===== src/rtl/lab5_ram_arbiter.sv =====
// lab5_ram_arbiter: round-robin arbiter between the Lab 5 execute controller
// (requester 0) and the host loader (requester 1) for a single-port RAM with
// one cycle of read latency. Supports an atomic lock for read-modify-write
// sequences, with a forced release after LOCK_MAX locked cycles.
module lab5_ram_arbiter #(
  parameter int ADDR_WIDTH = 8,
  parameter int DATA_WIDTH = 32,
  parameter int LOCK_MAX   = 16
) (
  input  logic                  clk,
  input  logic                  rst,
  input  logic                  req0_valid,
  output logic                  req0_ready,
  input  logic                  req0_we,
  input  logic                  req0_lock,
  input  logic [ADDR_WIDTH-1:0] req0_addr,
  input  logic [DATA_WIDTH-1:0] req0_wdata,
  output logic                  rsp0_valid,
  input  logic                  req1_valid,
  output logic                  req1_ready,
  input  logic                  req1_we,
  input  logic                  req1_lock,
  input  logic [ADDR_WIDTH-1:0] req1_addr,
  input  logic [DATA_WIDTH-1:0] req1_wdata,
  output logic                  rsp1_valid,
  output logic [DATA_WIDTH-1:0] rsp_rdata,
  output logic [ADDR_WIDTH-1:0] ram_addr,
  output logic                  ram_we,
  output logic [DATA_WIDTH-1:0] ram_wdata,
  input  logic [DATA_WIDTH-1:0] ram_rdata,
  output logic                  lock_timeout
);

  // Final lock_cnt value of a lock that is never released by its owner.
  localparam logic [7:0] CNT_LAST = 8'(LOCK_MAX - 1);

  logic       last_grant;
  logic       locked;
  logic       lock_owner;
  logic [7:0] lock_cnt;
  logic       rd_pend;
  logic       rd_owner;

  logic                  gnt_idx;
  logic                  xfer;
  logic                  xfer_we;
  logic                  xfer_lock;
  logic [ADDR_WIDTH-1:0] xfer_addr;
  logic [DATA_WIDTH-1:0] xfer_wdata;
  logic                  timeout_hit;

  // Pick the requester that may transfer this cycle; nothing moves in reset.
  always_comb begin
    gnt_idx = 1'b0;
    xfer    = 1'b0;
    if (!rst) begin
      xfer = 1'b0;
    end else if (locked) begin
      // The lock holder is the only candidate, even if it is idle.
      gnt_idx = lock_owner;
      xfer    = lock_owner ? req1_valid : req0_valid;
    end else if (req0_valid && req1_valid) begin
      gnt_idx = ~last_grant;
      xfer    = 1'b1;
    end else if (req0_valid || req1_valid) begin
      gnt_idx = req1_valid;
      xfer    = 1'b1;
    end
  end

  assign xfer_we    = gnt_idx ? req1_we    : req0_we;
  assign xfer_lock  = gnt_idx ? req1_lock  : req0_lock;
  assign xfer_addr  = gnt_idx ? req1_addr  : req0_addr;
  assign xfer_wdata = gnt_idx ? req1_wdata : req0_wdata;

  assign req0_ready = xfer && !gnt_idx;
  assign req1_ready = xfer &&  gnt_idx;

  // The RAM bus is driven to zero whenever no transfer happens.
  assign ram_we    = xfer && xfer_we;
  assign ram_addr  = xfer ? xfer_addr  : '0;
  assign ram_wdata = xfer ? xfer_wdata : '0;

  // Read data is routed to whoever issued the read one cycle earlier.
  assign rsp0_valid = rd_pend && !rd_owner;
  assign rsp1_valid = rd_pend &&  rd_owner;
  assign rsp_rdata  = rd_pend ? ram_rdata : '0;

  assign timeout_hit  = locked && (lock_cnt == CNT_LAST);
  assign lock_timeout = timeout_hit;

  // Arbitration history, lock bookkeeping and the read-response tracker.
  always_ff @(posedge clk or negedge rst) begin
    if (!rst) begin
      last_grant <= 1'b1;
      locked     <= 1'b0;
      lock_owner <= 1'b0;
      lock_cnt   <= 8'd0;
      rd_pend    <= 1'b0;
      rd_owner   <= 1'b0;
    end else begin
      rd_pend  <= xfer && !xfer_we;
      rd_owner <= gnt_idx;

      if (xfer) begin
        last_grant <= gnt_idx;
      end

      if (timeout_hit) begin
        // Forced release: hand the next contention to the other requester.
        locked     <= 1'b0;
        lock_cnt   <= 8'd0;
        last_grant <= lock_owner;
      end else if (locked) begin
        // Any transfer while locked comes from the owner; relocking does not
        // restart the count, so the owner cannot starve the other side.
        lock_cnt <= lock_cnt + 8'd1;
        if (xfer && !xfer_lock) begin
          locked <= 1'b0;
        end
      end else if (xfer && xfer_lock) begin
        locked     <= 1'b1;
        lock_owner <= gnt_idx;
        lock_cnt   <= 8'd0;
      end
    end
  end

endmodule


===== config.mk =====
export PLATFORM = sky130hd
export DESIGN_NAME = lab5_ram_arbiter
export DESIGN_NICKNAME = d
export VERILOG_FILES = /design/src/rtl/lab5_ram_arbiter.sv
export SDC_FILE = /design/constraint.sdc
export NUM_CORES = 1
export LEC_CHECK = 0
export ABC_AREA = 1
export CAP_MARGIN = 20
export CORE_MARGIN = 2
export CORE_UTILIZATION = 29
export CTS_CLUSTER_SIZE = 8
export DETAILED_ROUTE_END_ITERATION = 7
export PLACE_DENSITY_LB_ADDON = 0.1
export REMOVE_ABC_BUFFERS = 1
export SLEW_MARGIN = 20
export SYNTH_ARGS = -nofsm -noshare
export SYNTH_HDL_FRONTEND = slang
export SYNTH_SLANG_ARGS = --single-unit

===== constraint.sdc =====
create_clock -name clk -period 2.7 [get_ports clk]
set_clock_uncertainty 0.05 [all_clocks]
set_input_delay 0.54 -clock clk [delete_from_list [all_inputs] [get_ports clk]]
set_output_delay 0.54 -clock clk [all_outputs]
set_load 0.005 [all_outputs]

==> results.yml, run 1 <==
detailed_routing:
  drtPass1Iterations: 4
  drt_iter0_drc: 49
  drt.antenna.violating_nets: 0
  drc: 0
  num_vias: 2563
  finalWirelength_microns: 7900
  wl_per_cell_microns: 13.3
  via_per_inst: 4.33
die:
  coreArea_sq_mm: 0.00551
  initial_core_util_pct: 30.0
  die_h_microns: 79.5
  fp-row-count: 27
  die_width_microns: 79.5
  dieArea_sq_mm: 0.00631
  ios: 198
critical_path:
  arrival_ps: 2030
  crit_path_end: "ram_addr[6]"
  r2r_slack_ps: 1190
  end_kind: "primary output"
  path_class: "reg2out"
  startpoint: "last_grant$_DFFE_PN1P_"
  startpoint_type: "flip-flop"
  regToRegEndpoint: "lock_cnt[0]$_DFFE_PN0P_"
  r2r_start: "locked$_DFF_PN0_"
  crit_fanout: 8
  required_ps: 2110
  ff2ff_path_depth: 7
power_and_ir_drop:
  irDropWorstVdd_mv: 0.584
  p_leak_uw: 0.00214
  power_uw: 2060
  power_density_mw_per_mm2: 526
final_layout:
  regArea_sq_um: 327
  fillers: 485
  antennaDiodeCount: 0
  final_nets: 642
  drive_gt1_share_pct: 10.2
  multiInputGateArea_sq_mm: 0.00102
  syn_to_final_growth_pct: 137
grt:
  first_global_vias: 2260
  grt_pass1_wl_microns: 11300
  overflow: 0
  antenna_found_initial: 0
  grt_util_all_layers_pct: 22.6
  grt_max_degree: 35
timing:
  maxSlewHeadroom_pct: 79.4
  fin_ws_ps: 82.5
  hold_viol_final: 0
  finalCriticalPeriod_ps: 2620
  setup_tns_ps: 0
  drv_slew: 0
  grt_setup_unrepaired: "false"
  worstMarginPinSlew_ps: 310
  finalSetupViolations: 0
  fin_crit_sh_pct: 96.9
  max_freq_ghz: 0.382
synth:
  avgSynthCellArea_sq_um: 5.31
  ys_seq_area_share_pct: 19.8
  yosysWarnings: 0
  ys_seq_elements: 13
  synthCells: 311
  netlist_area_sq_mm: 0.00165
  synth_cell_types: 24
clocking:
  numCtsBuffers: 3
  clock_path_buffers: 2
  cts_tree: "built"
  clock-sinks: 13
  htree_levels: 1
  clock_latency_ps: 240
  root_buffer: "clkbuf_8"
  ctsHoldBuffers: 0
  path_clk_slew_ps: 50
place:
  dp_hpwl_microns: 6670
  place_congestion: 0.814
  preCtsSetupSlack_ps: -273
  portBuffers: 197
flow_run:
  cap_violations: 0
worst_hold_path:
  hold_class: "in2async"
run_status:
  status: "finished clean"
-- layout by cell type (no fill, tap or decap) --
master           instances
buf_4                   14
buf_6                    2
inv_4                    1
nand2_2                 13
clkdlybuf4s50_1        182
dfrtp_1                 12
dfstp_2                  1
nand2_4                  1
clkinv_4                 1
dlygate4sd2_1            7
a21oi_2                  2
a21oi_1                  3
inv_2                    2
ha_1                     1
nand3_1                 20
nor3_1                   1
nand2_1                173
clkbuf_8                 3
nand4_1                  5
xnor2_1                  1
a21o_1                   1
clkbuf_16                2
buf_12                   5
clkinv_2                 1
o21ai_0                  2
nor2_1                   8
inv_1                   44
clkbuf_2                 2
dlymetal6s2s_1           6
o211ai_1                 1
nand3_2                  3
-- timing repair --
action	4_1_cts	5_1_grt
buffers inserted	0	1
endpoints found under the setup margin	43	34
resized for setup	11	14
cloned	1	2
-- per-stage QoR --
stage | area, sq um | utilization [%] | instances | hold slack, ps
finish | 3910 | 71.1 | 592 | 244
detailed placement | 3790 | 68.8 | 584 | 462
floorplan | 1520 | - | 296 | 194
global route | 3910 | 71.1 | 592 | 254
global placement | 3790 | 68.8 | 584 | 461
CTS | 3840 | 69.7 | 589 | 447
-- Yosys cell counts (all sizes together) --
library cell / number / area share [%]
inv: 48 / 11
nand4: 5 / 1.9
clkbuf: 5 / 1.1
dfrtp: 12 / 18
ha: 1 / 0.76
buf: 10 / 6.6
a21oi: 5 / 2.0
nand2: 187 / 45
a21o: 1 / 0.45
o21ai: 2 / 0.61
nor3: 1 / 0.30
xnor2: 1 / 0.53
nor2: 8 / 1.8
nand3: 23 / 7.6
dfstp: 1 / 1.6
o211ai: 1 / 0.45
-- registers in the layout, summed over array words and instances, names as in the netlist --
name,cells
lock_cnt,8
last_grant,1
rd_pend,1
lock_owner,1
rd_owner,1
locked,1
-- cell families (layout without fill, tap and decap cells) --
family,after synthesis,after routing,share of synthesized area (%)
and+or+nand+nor,224,224,56.5
xor gates and xnor gates,1,1,0.530
buffers and inverters,63,272,18.9
AOI/OAI and AO/OA,9,9,3.49
DFF,13,13,19.8
adders and majority gates,1,1,0.757
-- where the power goes --
part           internal [uW]  total [uW]  leakage (uW)  switching [uW]
clock network            102         172     0.0000255            70.5
logic                    865        1510       0.00195             642
registers                285         378      0.000168            92.8
-- worst max-delay path, stage by stage, from the launching register on --
cell and delay, ps:
dfstp_2 530, nand2_1 50, nand2_1 80, nand2_1 80, nand2_2 80, nand2_2 80, clkinv_4 120, buf_12 130
nand2_1 70, nand2_1 70, clkdlybuf4s50_1 500
-- worst min-delay path by stage --
| stage | from | end | slack (ps) | depth (start not counted) |
|---|---|---|---|---|
| after floorplan | rst | lock_cnt[0]$_DFFE_PN0P_ | 190 | 0 |
| after global placement | lock_cnt[1]$_DFFE_PN0P_ | lock_cnt[1]$_DFFE_PN0P_ | 460 | 2 |
| after detailed placement | lock_owner$_DFFE_PN0P_ | lock_owner$_DFFE_PN0P_ | 460 | 2 |
| after CTS | rst | rd_owner$_DFF_PN0_ | 450 | 2 |
| after global routing | rst | rd_pend$_DFF_PN0_ | 250 | 2 |
| final | rst | rd_pend$_DFF_PN0_ | 240 | 2 |
-- cell type report --
type | count | area share, %
multi-input combinational | 235 | 26.0
timing repair buffer | 220 | 57.4
inverter | 48 | 4.80
clock inverter | 1 | 0.128
tap | 72 | 2.30
sequential | 13 | 8.34
clock buffer | 3 | 1.05
-- per-layer routing --
| metal | global-route usage, % | wire length [microns] | vias to the layer above |
|---|---|---|---|
| li1 | - | - | 1340 |
| met1 | 25.8 | 3110 | 1122 |
| met2 | 41.8 | 3990 | 87 |
| met3 | 5.54 | 649 | 14 |
| met4 | 5.00 | 152 | 0 |
| met5 | 0 | 0 | - |
(Power assumes the default switching activity.)
==> run 2: changes to the inputs <==
--- a/config.mk
+++ b/config.mk
@@ -5,12 +5,14 @@
 export SDC_FILE = /design/constraint.sdc
 export NUM_CORES = 1
 export LEC_CHECK = 0
-export ABC_AREA = 1
+export ABC_AREA = 0
 export CAP_MARGIN = 20
+export CORE_ASPECT_RATIO = 0.6
 export CORE_MARGIN = 2
-export CORE_UTILIZATION = 29
+export CORE_UTILIZATION = 27
 export CTS_CLUSTER_SIZE = 8
 export DETAILED_ROUTE_END_ITERATION = 7
+export MAX_ROUTING_LAYER = met4
 export PLACE_DENSITY_LB_ADDON = 0.1
 export REMOVE_ABC_BUFFERS = 1
 export SLEW_MARGIN = 20
==> run 2 against run 1 <==
Against the previous run: area after synthesis shrank 14%; count of clock-buffer cells in the layout is 1 higher; sequential cell count did not move; worst setup slack got worse by 20 ps; first-iteration DRC count is 69% higher; hold slack worse by 31 ps; sequential power fell by 16%; largest power group unchanged; largest cell class unchanged; non-clock buffer count grew 8.
==> results.yml, run 2 <==
synth:
  synth_area_leader_cell: "a22o_1"
  synthArstFlopShare_pct: 100
  yosysWarnings: 0
  avgSynthCellArea_sq_um: 8.61
  netlist_area_sq_mm: 0.00142
  synth_cell_types: 38
  synthTopCellsByCount: "40 x a22o_1, 34 x and2_1, 12 x dfrtp_1, 7 x a21oi_1, 7 x nand2_1"
  yosysMostFrequentCell: "a22o_1"
  synth_edf_count: 0
  synth_area_leaders: "a22o_1 25%, dfrtp_1 21%, and2_1 15%, a21oi_1 2.5%, mux2_2 2.4%"
  synth-main-ff-cell: "dfrtp_1"
  ys_seq_area_share_pct: 23.0
  yosys.area.top_type_share_pct: 24.7
  ys_seq_elements: 13
  synthCells: 165
power_and_ir_drop:
  p_leak_uw: 0.00192
  power_density_mw_per_mm2: 434
  irDropWorstVdd_mv: 0.248
  power_uw: 1670
final_layout:
  syn_to_final_growth_pct: 171
  largest_reg_flops: 8
  fin_util_pct: 76.0
  fillers: 352
  layout_commonest_cell: "clkdlybuf4s50_1"
  top_register: "lock_cnt"
  antennaDiodeCount: 0
  regArea_sq_um: 329
  mostFrequentLayoutCells: "155 x clkdlybuf4s50_1, 40 x a22o_1, 33 x and2_1, 22 x dlygate4sd2_1, 22 x buf_4"
  fin_area_sq_mm: 0.00384
  drive_gt1_share_pct: 15.6
  multiInputGateArea_sq_mm: 0.00105
  final_nets: 506
clocking:
  root_buffer: "clkbuf_8"
  clock_latency_ps: 250
  path_clk_slew_ps: 60
  clock_path_buffers: 2
  numCtsBuffers: 3
  clock-sinks: 13
  ctsHoldBuffers: 0
  cts_tree: "built"
  htree_levels: 1
detailed_routing:
  wl_per_cell_microns: 16.8
  finalWirelength_microns: 7570
  drt.antenna.violating_nets: 0
  num_vias: 2166
  drc: 0
  via_per_inst: 4.81
  drt_iter0_drc: 83
  drtPass1Iterations: 4
timing:
  max_freq_ghz: 0.379
  worstMarginPinSlew_ps: 264
  grt_setup_unrepaired: "false"
  finalSetupViolations: 0
  fin_crit_sh_pct: 97.7
  maxSlewHeadroom_pct: 82.4
  finalHoldWorstSlack_ps: 213
  drv_slew: 0
  hold_viol_final: 0
  finalCriticalPeriod_ps: 2640
place:
  place_area_sq_mm: 0.00355
  place_congestion: 0.885
  dp_hpwl_microns: 5660
  portBuffers: 197
critical_path:
  required_ps: 2110
  arrival_ps: 2050
  end_kind: "primary output"
  crit_fanout: 4
  path_class: "in2out"
  startpoint_type: "input pin"
grt:
  antenna_found_initial: 0
  overflow: 0
  grt_pass1_wl_microns: 10800
  grt_util_all_layers_pct: 24.2
  first_global_vias: 2066
  grt_max_degree: 35
die:
  coreArea_sq_mm: 0.00505
  die_h_microns: 60.2
  dieArea_sq_mm: 0.00587
  die_width_microns: 97.6
  initial_core_util_pct: 28.1
  fp-row-count: 20
  ios: 198
flow_run:
  cap_violations: 0
worst_hold_path:
  hold_class: "in2async"
run_status:
  status: "finished clean"
==> run 2: report_power, final <==
part	total, uW	internal (uW)	leakage [uW]	switching (uW)
Clock	177	104	0.0000228	72.5
Combinational	1180	738	0.00173	437
Sequential	316	259	0.000167	57.9
Total	1670	1100	0.00192	568
==> run 2: cell families after synthesis <==
group                      count (synthesis)  synth area share (%)
xor gates and xnor gates                   1                 0.617
buffers and inverters                     16                  5.73
AOI/OAI and AO/OA                         65                  39.3
DFF                                       13                  23.0
and+or+nand+nor                           66                  28.1
muxes                                      3                  2.38
adders and majority gates                  1                 0.881
==> run 2: worst paths after layout <==
check | end | startpoint | depth (start not counted) | slack [ps]
setup / recovery | ram_wdata[6] | req0_valid | 7 | 60
hold / removal | lock_cnt[0]$_DFFE_PN0P_ | rst | 2 | 210
setup reg to reg | lock_cnt[5]$_DFFE_PN0P_ | lock_cnt[4]$_DFFE_PN0P_ | 4 | 1070
hold reg to reg | lock_cnt[1]$_DFFE_PN0P_ | lock_cnt[1]$_DFFE_PN0P_ | 1 | 480
max in group asynchronous | lock_owner$_DFFE_PN0P_ | rst | 2 | 2190
min in group clk | lock_cnt[1]$_DFFE_PN0P_ | lock_cnt[1]$_DFFE_PN0P_ | 1 | 480
==> run 2: final cells by class <==
type / instances / share of cell area, %
Clock buffer: 4 / 1.17
Inverter: 3 / 0.293
Multi-Input combinational cell: 136 / 27.3
Sequential cell: 13 / 8.56
Tap cell: 66 / 2.15
Timing Repair Buffer: 228 / 60.6
==> run 2: routing by layer <==
layer / vias up / GRT usage [%] / wire length (microns)
met4: 0 / 3.57 / 46
met1: 982 / 29.8 / 3190
li1: 1069 / - / -
met2: 109 / 43.2 / 3840
met3: 6 / 4.56 / 495
met5: - / - / 0
==> run 2: what timing repair did <==
| action | 4_1_cts | 5_1_grt |
|---|---|---|
| setup buffers | 7 | 4 |
| gates resized for setup | 34 | 25 |
| pin swaps | 1 | 1 |
| gates cloned | 4 | 0 |
| endpoints found under the setup margin | 43 | 21 |
==> run 2: metrics by stage <==
step / instances / TNS, ps / setup WS [ps]
finish: 450 / 0 / 62.0
global route: 450 / 0 / 8.07
CTS: 446 / -98.9 / -29.3
detailed placement: 431 / -9240 / -263
global placement: 431 / -8720 / -266
floorplan: 152 / -18640 / -462
==> run 2: critical path, stage by stage <==
cell,delay [ps]
dlygate4sd2_1,260
and2_4,150
a21oi_4,230
buf_4,150
buf_4,110
a22o_1,110
clkdlybuf4s50_1,500
